### config.mk
export PLATFORM = sky130hd
export DESIGN_NAME = leg_branch_pc
export DESIGN_NICKNAME = d
export VERILOG_FILES = /design/src/rtl/leg_pkg.sv /design/src/rtl/leg_ret_stack.sv /design/src/rtl/leg_branch_pc.sv
export SDC_FILE = /design/constraint.sdc
export NUM_CORES = 1
export LEC_CHECK = 0
export BUFFER_PORTS_ARGS = -buffer_cell sky130_fd_sc_hd__buf_2
export CAP_MARGIN = 20
export CORE_AREA = 2 2 39 41
export DETAILED_ROUTE_END_ITERATION = 16
export DIE_AREA = 0 0 41 43
export GPL_TIMING_DRIVEN = 1
export PLACE_DENSITY = 0.78
export SKIP_LAST_GASP = 1
export SYNTH_ARGS = -nofsm -noshare
export SYNTH_HDL_FRONTEND = slang
export SYNTH_SLANG_ARGS = --single-unit
### constraint.sdc
create_clock -name clk -period 1.7 [get_ports clk]
set_input_delay 0.255 -clock clk [delete_from_list [all_inputs] [get_ports clk]]
set_output_delay 0.255 -clock clk [all_outputs]
set_load 0.03 [all_outputs]
### src/rtl/leg_pkg.sv
// Shared definitions for the LEG branch/PC unit: opcode ranges, PC step and FSM states.
package leg_pkg;

  localparam logic [5:0] COND_FIRST = 6'h20;
  localparam logic [5:0] COND_LAST  = 6'h29;
  localparam logic [5:0] OP_CALL    = 6'h14;
  localparam logic [5:0] OP_RET     = 6'h15;
  localparam logic [7:0] PC_STEP    = 8'd4;

  typedef enum logic {
    ST_RUN   = 1'b0,
    ST_FLUSH = 1'b1
  } state_e;

  function automatic logic is_cond(input logic [5:0] op);
    return (op >= COND_FIRST) && (op <= COND_LAST);
  endfunction

endpackage

### src/rtl/leg_ret_stack.sv
// LIFO of return addresses for CALL/RET; push when full and pop when empty are ignored.
module leg_ret_stack
  import leg_pkg::*;
#(
  parameter int UUID  = 0,
  parameter int DEPTH = 8
) (
  input  logic       clk,
  input  logic       rst,
  input  logic       push,
  input  logic       pop,
  input  logic [7:0] din,
  output logic [7:0] dout,
  output logic       full,
  output logic       empty
);

  localparam int PW = $clog2(DEPTH);

  logic [7:0] r_mem [DEPTH];
  logic [PW:0] r_sp;
  logic [PW-1:0] w_top;

  assign full  = (r_sp == (PW+1)'(DEPTH));
  assign empty = (r_sp == '0);
  assign w_top = r_sp[PW-1:0] - PW'(1);
  assign dout  = r_mem[w_top];

  always_ff @(posedge clk) begin
    // NOTE: sequential state uses non-blocking assignments so every flop samples pre-edge values.
    if (rst) begin
      r_sp <= '0;
    end else if (push && !full) begin
      r_sp <= r_sp + 1'b1;
    end else if (pop && !empty) begin
      r_sp <= r_sp - 1'b1;
    end
  end

  always_ff @(posedge clk) begin
    // NOTE: storage is not reset; the pointer alone defines which entries are valid.
    if (push && !full) begin
      r_mem[r_sp[PW-1:0]] <= din;
    end
  end

endmodule

### src/rtl/leg_branch_pc.sv
// Program counter with conditional branches and a one-cycle FLUSH after every redirect.
// Define LEG_CALL_STACK_EN to add CALL/RET backed by leg_ret_stack.
module leg_branch_pc
  import leg_pkg::*;
#(
  parameter int UUID        = 0,
  parameter     NAME        = "",
  parameter int STACK_DEPTH = 8
) (
  input  logic       clk,
  input  logic       rst,
  input  logic       en,
  input  logic [7:0] opcode,
  input  logic       cond_true,
  input  logic [7:0] target,
  output logic [7:0] pc,
  output logic       taken,
  output logic       flush,
  output logic       stk_ovf,
  output logic       stk_unf
);

  state_e     r_state, w_next_state;
  logic [7:0] r_pc, w_next_pc, w_pc_inc;
  logic       r_taken, w_next_taken;
  logic [5:0] w_op;

`ifdef LEG_CALL_STACK_EN
  logic       r_ovf, r_unf;
  logic       w_push, w_pop, w_set_ovf, w_set_unf;
  logic       w_stk_full, w_stk_empty;
  logic [7:0] w_stk_dout;

  leg_ret_stack #(
    .UUID  (UUID ^ 1),
    .DEPTH (STACK_DEPTH)
  ) u_ret_stack (
    .clk   (clk),
    .rst   (rst),
    .push  (w_push),
    .pop   (w_pop),
    .din   (w_pc_inc),
    .dout  (w_stk_dout),
    .full  (w_stk_full),
    .empty (w_stk_empty)
  );
`endif

  assign w_op     = opcode[5:0];
  assign w_pc_inc = r_pc + PC_STEP;

  always_comb begin
    // NOTE: every output gets a default first so no path can infer a latch.
    w_next_state = r_state;
    w_next_pc    = r_pc;
    w_next_taken = 1'b0;
`ifdef LEG_CALL_STACK_EN
    w_push    = 1'b0;
    w_pop     = 1'b0;
    w_set_ovf = 1'b0;
    w_set_unf = 1'b0;
`endif
    case (r_state)
      ST_RUN: begin
        if (en) begin
          if (is_cond(w_op)) begin
            if (cond_true) begin
              w_next_pc    = target;
              w_next_taken = 1'b1;
              w_next_state = ST_FLUSH;
            end else begin
              w_next_pc = w_pc_inc;
            end
          end
`ifdef LEG_CALL_STACK_EN
          else if (w_op == OP_CALL) begin
            // A full stack loses the return address but the jump still happens.
            w_push       = !w_stk_full;
            w_set_ovf    = w_stk_full;
            w_next_pc    = target;
            w_next_taken = 1'b1;
            w_next_state = ST_FLUSH;
          end else if (w_op == OP_RET) begin
            if (w_stk_empty) begin
              w_set_unf = 1'b1;
              w_next_pc = w_pc_inc;
            end else begin
              w_pop        = 1'b1;
              w_next_pc    = w_stk_dout;
              w_next_taken = 1'b1;
              w_next_state = ST_FLUSH;
            end
          end
`endif
          else begin
            w_next_pc = w_pc_inc;
          end
        end
      end
      ST_FLUSH: w_next_state = ST_RUN;
      default:  w_next_state = ST_RUN;
    endcase
  end

  always_ff @(posedge clk) begin
    if (rst) begin
      r_state <= ST_RUN;
      r_pc    <= 8'h00;
      r_taken <= 1'b0;
    end else begin
      r_state <= w_next_state;
      r_pc    <= w_next_pc;
      r_taken <= w_next_taken;
    end
  end

`ifdef LEG_CALL_STACK_EN
  always_ff @(posedge clk) begin
    if (rst) begin
      r_ovf <= 1'b0;
      r_unf <= 1'b0;
    end else begin
      r_ovf <= r_ovf | w_set_ovf;
      r_unf <= r_unf | w_set_unf;
    end
  end

  assign stk_ovf = r_ovf;
  assign stk_unf = r_unf;
`else
  assign stk_ovf = 1'b0;
  assign stk_unf = 1'b0;
`endif

  assign pc    = r_pc;
  assign taken = r_taken;
  assign flush = (r_state == ST_FLUSH);

endmodule
**Yosys cells after proc, flatten, opt, wreduce, memory -nomap -nowiden**

Index checks and enable logic that the tools add are counted.

- $add $sub $neg: 1
- Bitwise gates (word level): 1
- Reduce and logical (&&, ||, !) cells: 3
- Multiplexer cells: 6
- Magnitude comparators: 2

Operators with widths:

| operator | count |
|---|---|
| two-way mux 8 bit | 2 |
| adder 8 x 3 -> 8 bit (second input constant) | 1 |
| greater-or-equal comparator 6 bit (second input constant) | 1 |
| <= comparator 6 bit (second input constant) | 1 |
| two-way mux 1 bit | 3 |
| one-hot mux 1 bit (2 select lines) | 1 |
| AND reduction 2 bit | 1 |
| OR reduction 2 bit | 1 |
| logical AND 1 bit | 1 |
| NOT 1 bit | 1 |

- Input bits: 20
- Logic and storage cells: 16
- Register bits after elaboration: 10
- Output and inout bits: 12

**Longest topological paths before layout**

Gate-level depths: netlist (run 1).

- Word-level depth: 5
- Mapped depth: 6
- Mapped depth without buffers: 5

**Worst setup path after synthesis (run 1)**

OpenSTA, ideal clock, no wires.

- Path kind: register to register
- From: reg r_pc[2] (netlist: pc[2])
- To: reg r_pc[7] (netlist: pc[7])
- Clock period less this slack: 1.491 ns
- Setup slack: 0.209 ns
- Arrival: 1.399 ns
- Data required time: 1.608 ns
- Cell stages (with the launch flop): 5
- Library setup time: 0.092 ns
- Path through: dfxtp_1 > nand3_1 > or3_1 > o31a_2 > o32ai_1

- Longest elaborated chain between the ends: 3

Ends and longest elaborated chain:

| element | line | RTL |
|---|---|---|
| start, declared | leg_branch_pc.sv:24 | `logic [7:0] r_pc, w_next_pc, w_pc_inc;` |
| start signal, assigned | leg_branch_pc.sv:112 | `r_pc <= w_next_pc;` |
| adder 8 x 3 -> 8 bit (*) | leg_branch_pc.sv:50 | `assign w_pc_inc = r_pc + PC_STEP;` |
| two-way mux 8 bit | leg_branch_pc.sv:67 | `if (cond_true) begin` |
| two-way mux 8 bit (*) | leg_branch_pc.sv:66 | `if (is_cond(w_op)) begin` |

Mark *: on every way between the ends. The rest lies on a longest branch, timed or not.
A chain may end at the register's enable or synchronous reset.

**Worst setup path after layout (run 1)**

Same ends and word-level chain as after synthesis.

==> impl_metrics.py, run 1 <==
metrics = {
    "route": {
        "dr_total_vias": 545,
        "drtPass1Iterations": 4,
        "ant_nets": 0,
        "drt-vias-per-instance": 5.24,
        "first_iter_violations": 3,
        "drt-total-wl_mm": 1.10,
        "route.detailed.drc": 0,
        "post_drt_wl_per_cell_um": 10.5,
    },
    "yosys": {
        "synth.avg_cell_area_um2": 8.05,
        "ys_ff_latch": 9,
        "yosys_warnings": 0,
        "async_flop_share": 0,
        "synth_commonest_cells": "a21oi_1, dfxtp_1, nand3_1, nand2_1",
        "synth_edf_count": 0,
        "yosysTopAreaCellShare": 0.350,
        "synthesis.area_um2": 515,
        "synthDistinctLibCells": 26,
        "synth_area_leaders": "dfxtp_1, a21oi_1, nand3_1, o32ai_1, buf_4",
        "synth-seq-area-share": 0.350,
        "synthFlopType": "dfxtp_1",
        "synth_area_leader_cell": "dfxtp_1",
        "synthCells": 64,
    },
    "global_route": {
        "grt_pass1_vias": 464,
        "grt_use_met1": 0.186,
        "grt_pass1_wl_mm": 1.76,
        "grt_max_degree": 11,
        "track_usage": 0.147,
        "grt-ovfl-total": 0,
        "grt_antenna_before_repair": 0,
        "busiest_layer": "met2",
        "grt_util_met3": 0.0471,
        "met2_usage": 0.213,
    },
    "setup_path": {
        "r2r_cells": 4,
        "timing.rr.start": "pc[2]",
        "crit_required_ns": 1.87,
        "critPathMaxFanout": 5,
        "critPathLaunch": "pc[2]",
        "crit_path_top_delay_cell": "dfxtp_1",
        "cp-start-kind": "flop",
        "critPathCaptureType": "flop",
        "critPathKind": "flop to flop",
        "slowest_delay_ns": 0.38,
        "arrival_ns": 1.51,
        "worstPathCellList": "nand3_1 > or3_1 > o31a_2 > o32ai_1",
    },
    "layout": {
        "num_antenna_cells": 0,
        "fin_area_um2": 643,
        "finalNonFillerCells": 104,
        "drive_gt1_frac": 0.352,
        "nets": 110,
        "area_growth_pct": 24.8,
    },
    "timing": {
        "finalSetupViolations": 0,
        "holdWs_ns": 0.240,
        "rsz0062_at_grt": "no",
        "fin_setup_tns_ns": 0,
        "fmax_ghz": 0.746,
        "slew_violations": 0,
        "skew_ns": 0.00130,
        "hold_viol": 0,
        "fin_crit_ns": 1.34,
        "fin_crit_sh": 0.788,
    },
    "place": {
        "placed_cells": 100,
        "portBuffers": 26,
        "placement.cell_area_um2": 617,
        "gp_congestion": 0.721,
        "post-dp-hpwl_um": 853,
    },
    "floorplan": {
        "core-area_mm2": 0.00138,
        "die_area_mm2": 0.00176,
        "die_w_um": 41,
        "start_util": 0.373,
        "die_y_um": 43,
        "boundaryPins": 32,
        "rows": 14,
    },
    "power_and_ir_drop": {
        "peakVddDrop_v": 0.000382,
        "leakagePower_nw": 0.283,
        "p_per_area_mw_per_mm2": 733,
    },
    "clock_tree": {
        "cts.sinks": 9,
        "cts_resized": 0,
        "cts_buffers": 3,
        "clockBufferDepth": 2,
        "insertion_delay_ns": 0.26,
        "clk_pin_slew_ns": 0.06,
        "root_buffer": "clkbuf_4",
        "hold_buffers": 0,
        "cts_tree": "done",
        "post_cts_buffers": 0,
        "htree_num_levels": 1,
    },
    "run_status": {
        "status": "finished, final reports clean",
    },
    "hold_path": {
        "min_path_cells": 3,
        "hold_class": "input port to flop",
        "hp-start": "target[1]",
    },
    "run": {
        "max_cap_violations": 0,
    },
}
==> report_power, final <==
group	total, W	internal, W	switching, W
logic	0.0000852	0.0000325	0.0000527
registers	0.000225	0.000218	0.00000663
clock network	0.000162	0.0000902	0.0000713
total	0.000472	0.000341	0.000131
==> state kept, by name, summed over array words and instances (netlist names) <==
signal,cells
pc,8
flush,1
==> layout make-up <==
type / instances / area, µm²
fill: 150 / 741
timing repair buffer: 26 / 130
tap: 16 / 20.0
clock buffer: 4 / 26.3
inverter: 3 / 11.3
sequential: 9 / 180
multi-input combinational: 46 / 275
==> logic make-up (layout without fill, tap and decap cells) <==
family / Yosys count / count (layout) / synth area share
AO/OA/AOI/OAI: 22 / 22 / 0.272
adder cells (fa/ha/maj): 1 / 1 / 0.0243
buffers and inverters: 10 / 33 / 0.124
flip-flops: 9 / 9 / 0.350
other: 1 / 2 / 0.00727
AND/OR/NAND/NOR: 21 / 21 / 0.223
==> cells in the final DEF (no fill, tap or decap), types with 2 or more instances in the layout <==
cell type and instances:
clkbuf_4 3, nand2b_1 3, a21oi_1 9, nand2_1 4
o32ai_1 3, or3_1 2, conb_1 2, a211oi_1 2
buf_2 26, dfxtp_1 9, nor2b_1 2, inv_1 3
o21ai_0 3, nand3_1 6
==> worst paths after layout <==
| kind | endpoint | slack [ns] |
|---|---|---|
| worst max-delay path | pc[7] | 0.36 |
| worst min-delay path | pc[1] | 0.24 |
| worst max register to register | pc[7] | 0.36 |
| worst min register to register | pc[1] | 0.47 |
==> per-stage QoR <==
stage / total power [W] / util / worst slack (ns)
after floorplan: 0.000291 / - / 0.209
after global placement: 0.000314 / 0.446 / 0.345
after detailed placement: 0.000315 / 0.446 / 0.344
after CTS: 0.000479 / 0.465 / 0.346
after global routing: 0.000503 / 0.465 / 0.267
final: 0.000472 / 0.465 / 0.360
==> critical path, delay by kind of cell (launching register included) <==
family | cells | cell delay, ns
and+or+nand+nor | 2 | 0.47
AOI/OAI and AO/OA | 2 | 0.40
DFF | 1 | 0.38
==> routing by layer <==
metal,vias up,share of wire
met1,244,0.44
met2,20,0.45
li1,278,-
met4,0,0.020
met3,3,0.085
met5,-,0
(Power assumes the default switching activity.)
==> inputs of run 2 (changes only) <==
ABC_AREA = 1   (was default)
CORE_AREA = default   (was 2 2 39 41)
CORE_MARGIN = 2   (was default)
CORE_UTILIZATION = 43   (was default)
DIE_AREA = default   (was 0 0 41 43)
PLACE_DENSITY = 0.82   (was 0.78)
clock period = 1.35 ns   (was 1.7 ns; I/O delays follow)
==> run 2 against run 1 <==
- non-clock buffer count stayed put
- worst setup slack worse by 0.21 ns
- highest routed layer unchanged
- synthesized cell count is 45% higher
- largest power group unchanged
- cell count is 30% higher
- maximum frequency is 12% higher
- utilization is 11 points higher
==> impl_metrics.py, run 2 <==
metrics = {
    "run_status": {
        "status": "finished, final reports clean",
    },
    "hold_path": {
        "min_path_cells": 2,
        "hold_class": "input port to flop",
        "hp-start": "rst",
        "min_to": "flush",
    },
    "setup_path": {
        "r2r-end": "pc[6]",
        "slowest_delay_ns": 0.40,
        "rrSetupSlack_ns": 0.15,
        "crit_top_cell": "nor2_1",
        "r2r_cells": 8,
        "timing.rr.start": "pc[2]",
        "arrival_ns": 1.35,
        "crit_path_top_delay_cell": "dfxtp_1",
        "critPathKind": "flop to flop",
        "cp-start-kind": "flop",
        "critPathLaunch": "pc[2]",
        "worstPathCellList": "ha_1 > nand3_1 > nand2_1 > nand2_1 > nor2_2 > nor2_1 > nor2_1 > nor2_1",
        "critPathCaptureType": "flop",
        "critPathMaxFanout": 5,
        "crit_required_ns": 1.51,
    },
    "clock_tree": {
        "clk_pin_slew_ns": 0.06,
        "htree_num_levels": 1,
        "insertion_delay_ns": 0.26,
        "hold_buffers": 0,
        "clockBufferDepth": 2,
        "post_cts_buffers": 0,
        "cts.sinks": 9,
        "cts_tree": "done",
        "cts_buffers": 3,
        "root_buffer": "clkbuf_4",
        "cts_resized": 0,
    },
    "place": {
        "place_ws_ns": 0.161,
        "post-dp-hpwl_um": 981,
        "gp_congestion": 0.782,
        "portBuffers": 26,
    },
    "timing": {
        "rsz0062_at_grt": "no",
        "fin_setup_tns_ns": 0,
        "fin_crit_sh": 0.886,
        "worst_slack_ns": 0.154,
        "skew_ns": 0.00156,
        "finalSetupViolations": 0,
        "slew_violations": 0,
        "hold_viol": 0,
        "fin_crit_ns": 1.20,
        "holdWs_ns": 0.200,
        "fmax_ghz": 0.836,
    },
    "route": {
        "drt-total-wl_mm": 1.22,
        "first_iter_violations": 3,
        "ant_nets": 0,
        "dr_total_vias": 621,
        "post_drt_wl_per_cell_um": 9.02,
        "route.detailed.drc": 0,
        "drtPass1Iterations": 4,
        "drt-vias-per-instance": 4.60,
    },
    "yosys": {
        "ys_ff_latch": 9,
        "synth_commonest_cells": "nand2_1, inv_1, nor2_1, dfxtp_1, nand3_1",
        "synth_area_leaders": "dfxtp_1, nand2_1, inv_1, nor2_1, nand3_1",
        "async_flop_share": 0,
        "synth_area_leader_cell": "dfxtp_1",
        "synth.avg_cell_area_um2": 6.54,
        "synthDistinctLibCells": 23,
        "synth-simple-area-share": 0.414,
        "synthFlopType": "dfxtp_1",
        "yosysMostFrequentCell": "nand2_1",
        "yosysTopAreaCellShare": 0.296,
        "synthesis.area_um2": 608,
        "synthCells": 93,
        "synth_top_family_by_area": "simple AND/OR/NAND/NOR gates",
        "synth-seq-area-share": 0.296,
        "synth_edf_count": 0,
        "synthMuxAreaShare": 0,
        "synth_fa_ha_area_frac": 0.0206,
        "synth_compound_area_frac": 0.0885,
        "synthXorXnorAreaFrac": 0.0144,
        "yosys_warnings": 0,
    },
    "power_and_ir_drop": {
        "report.power.total_w": 0.000646,
        "leakagePower_nw": 0.429,
        "p_per_area_mw_per_mm2": 857,
        "peakVddDrop_v": 0.000539,
    },
    "layout": {
        "nets": 142,
        "final_cell_mix": "buf_2, nand2_1, inv_1",
        "fill_cells": 119,
        "final_common_cell": "buf_2",
        "utilization": 0.572,
        "area_growth_pct": 23.9,
        "num_antenna_cells": 0,
        "largest_register_ffs": 8,
        "drive_gt1_frac": 0.300,
    },
    "global_route": {
        "grt_pass1_vias": 549,
        "busiest_layer": "met2",
        "grt_pass1_wl_mm": 2.09,
        "grt_antenna_before_repair": 0,
        "grt-ovfl-total": 0,
        "grt_max_degree": 13,
        "grt_use_met1": 0.161,
        "track_usage": 0.156,
        "met2_usage": 0.278,
        "grt_util_met3": 0.0783,
    },
    "floorplan": {
        "core-area_mm2": 0.00132,
        "rows": 13,
        "die_w_um": 41.6,
        "start_util": 0.462,
        "die_y_um": 41.6,
        "boundaryPins": 32,
        "die_area_mm2": 0.00173,
    },
    "run": {
        "max_cap_violations": 0,
    },
}
run 2: how the worst max path moves through the flow:
stage	depth (start not counted)	endpoint	slack (ns)
3_5_place_dp	8	pc[6]	0.16
5_1_grt	8	pc[6]	0.009
3_3_place_gp	8	pc[6]	0.21
2_1_floorplan	8	pc[6]	0.02
4_1_cts	8	pc[6]	0.15
6_report	8	pc[6]	0.15
run 2: cells by family after synthesis:
logic type / Yosys count
AOI/OAI and AO/OA: 10
xor gates and xnor gates: 1
adders and majority gates: 1
buffers and inverters: 21
DFF: 9
other: 1
and+or+nand+nor: 50
run 2: through the flow:
| stage | std cells | instance area (µm²) |
|---|---|---|
| after floorplan | 94 | 612 |
| after global placement | 131 | 727 |
| after detailed placement | 131 | 727 |
| after CTS | 135 | 753 |
| after global routing | 135 | 753 |
| final | 135 | 753 |
run 2: cell type report:
class,instances,area [µm²],area share
repair buffers,26,130,0.173
well taps,15,18.8,0.0249
clock buffers,4,26.3,0.0349
inverters,17,63.8,0.0847
flip-flops and latches,9,180,0.239
multi-input cells,64,334,0.444
run 2: layer usage:
layer | wire length (µm) | share of wire
met1 | 530 | 0.44
met2 | 606 | 0.50
met3 | 58 | 0.048
met4 | 22 | 0.018
met5 | 0 | 0
run 2: worst max-delay path: cells and delay by family (launching register included):
family / cells / cell delay, ns
simple gates: 7 / 0.46
fa+ha+maj: 1 / 0.24
flops: 1 / 0.40
run 2: power breakdown:
group          switching [W]  total, W  internal, W
registers          0.0000128  0.000290     0.000277
logic              0.0000922  0.000146    0.0000541
clock network      0.0000955  0.000209     0.000114
==> inputs of run 3 (changes only) <==
CTS_BUF_LIST = sky130_fd_sc_hd__clkbuf_8 sky130_fd_sc_hd__clkbuf_16   (was default)
==> run 3 against run 2 <==
- non-clock buffer count is the same
- combinational power about the same
- die area unchanged
- cell count unchanged
- sequential power barely moved
- utilization rose by 1.4 points
- highest routed layer unchanged
- worst setup slack improved by 0.0066 ns
==> impl_metrics.py, run 3 (synthesized netlist as in run 2, its figures left out) <==
metrics = {
    "clock_tree": {
        "insertion_delay_ns": 0.23,
        "htree_num_levels": 1,
        "cts_buffers": 3,
        "post_cts_buffers": 0,
        "root_buffer": "clkbuf_8",
        "cts_tree": "done",
        "clk_pin_slew_ns": 0.04,
        "clockBufferDepth": 2,
        "cts.sinks": 9,
        "cts_resized": 0,
        "hold_buffers": 0,
    },
    "layout": {
        "final_cell_mix": "buf_2, nand2_1, inv_1",
        "utilization": 0.586,
        "area_growth_pct": 27.0,
        "num_antenna_cells": 0,
        "fill_cells": 115,
        "largest_register_ffs": 8,
        "multi_input_area_um2": 334,
        "nets": 142,
        "regArea_um2": 180,
        "drive_gt1_frac": 0.300,
        "final_common_cell": "buf_2",
    },
    "setup_path": {
        "crit_top_cell": "nor2_1",
        "cp-start-kind": "flop",
        "slowest_delay_ns": 0.40,
        "path_buf_inv": 0,
        "critPathCaptureType": "flop",
        "crit_path_top_delay_cell": "dfxtp_1",
        "crit_required_ns": 1.48,
        "critPathMaxFanout": 5,
        "worst_path_dominant_cell_family": "simple AND/OR/NAND/NOR gates",
        "worstPathCellList": "ha_1 > nand3_1 > nand2_1 > nand2_1 > nor2_2 > nor2_1 > nor2_1 > nor2_1",
        "critPathKind": "flop to flop",
        "arrival_ns": 1.32,
        "rrSetupSlack_ns": 0.16,
    },
    "floorplan": {
        "die_area_mm2": 0.00173,
        "die_w_um": 41.6,
        "rows": 13,
        "die_y_um": 41.6,
        "start_util": 0.462,
        "boundaryPins": 32,
        "core-area_mm2": 0.00132,
    },
    "hold_path": {
        "hold_class": "input port to flop",
    },
    "power_and_ir_drop": {
        "leakagePower_nw": 0.441,
        "switchingPower_w": 0.000211,
        "seqPwrFrac": 0.393,
        "report.power.total_w": 0.000741,
        "p_per_area_mw_per_mm2": 960,
        "switching_share": 0.284,
        "comb_power_share": 0.197,
        "peakVddDrop_v": 0.000661,
        "clockPowerShare": 0.410,
        "intPower_w": 0.000531,
    },
    "route": {
        "first_iter_violations": 4,
        "post_drt_wl_per_cell_um": 8.99,
        "ant_nets": 0,
        "drtPass1Iterations": 2,
        "drt-total-wl_mm": 1.21,
        "route.detailed.drc": 0,
        "dr_total_vias": 623,
        "drt-vias-per-instance": 4.61,
    },
    "global_route": {
        "grt_pass1_wl_mm": 2.10,
        "grt_antenna_before_repair": 0,
        "grt_max_degree": 13,
        "track_usage": 0.157,
        "grt-ovfl-total": 0,
        "grt_pass1_vias": 551,
    },
    "timing": {
        "fin_crit_ns": 1.19,
        "fin_setup_tns_ns": 0,
        "slew_violations": 0,
        "rsz0062_at_grt": "no",
        "hold_viol": 0,
        "worst_slack_ns": 0.160,
        "fin_crit_sh": 0.881,
        "finalSetupViolations": 0,
        "fmax_ghz": 0.841,
        "skew_ns": 0.00345,
    },
    "place": {
        "portBuffers": 26,
        "place_ws_ns": 0.161,
        "gp_congestion": 0.782,
        "post-dp-hpwl_um": 981,
    },
    "run": {
        "max_cap_violations": 0,
    },
    "run_status": {
        "status": "finished, final reports clean",
    },
}
-- run 3: changes by cell type in the layout (fill, tap and decap cells not counted) --
cell and delta:
clkbuf_1 -1, clkbuf_4 -3, inv_1 +1, clkbuf_8 +3
-- run 3: cell type report --
cell class	count	area share
Multi-Input combinational cell	64	0.433
Sequential cell	9	0.233
Timing Repair Buffer	26	0.169
Inverter	17	0.0827
Clock buffer	3	0.0535
Tap cell	15	0.0243
Clock inverter	1	0.00486
-- run 3: final timing paths --
kind	start	to	cells after the start
setup / recovery	pc[2]	pc[6]	8
hold / removal	rst	flush	2
setup reg to reg	pc[2]	pc[6]	8
hold reg to reg	pc[1]	pc[1]	2
-- run 3: routing by layer --
metal | share of wire | vias to the layer above | GRT usage
met1 | 0.43 | 272 | 0.164
met3 | 0.049 | 5 | 0.0783
met5 | 0 | - | 0
met2 | 0.50 | 10 | 0.278
met4 | 0.018 | 0 | 0.0387
li1 | - | 336 | -
-- run 3: worst reg2reg max path, delay by kind of cell, from the launching register on --
family / cells / cell delay (ns)
fa+ha+maj: 1 / 0.24
simple gates: 7 / 0.46
flops: 1 / 0.40
-- run 3: stage by stage --
| stage | cells | hold WS (ns) | area (µm²) |
|---|---|---|---|
| finish | 135 | 0.231 | 772 |
| detailed placement | 131 | 0.438 | 727 |
| CTS | 135 | 0.227 | 772 |
| global placement | 131 | 0.431 | 727 |
| floorplan | 94 | 0.272 | 612 |
| global route | 135 | 0.240 | 772 |
-- run 3: power groups by stage --
stage               Clock [W]  Sequential (W)  Combinational [W]
floorplan                   0        0.000317          0.0000846
global placement            0        0.000295           0.000145
detailed placement          0        0.000296           0.000147
CTS                  0.000316        0.000291           0.000147
global route         0.000327        0.000293           0.000163
finish               0.000304        0.000291           0.000146
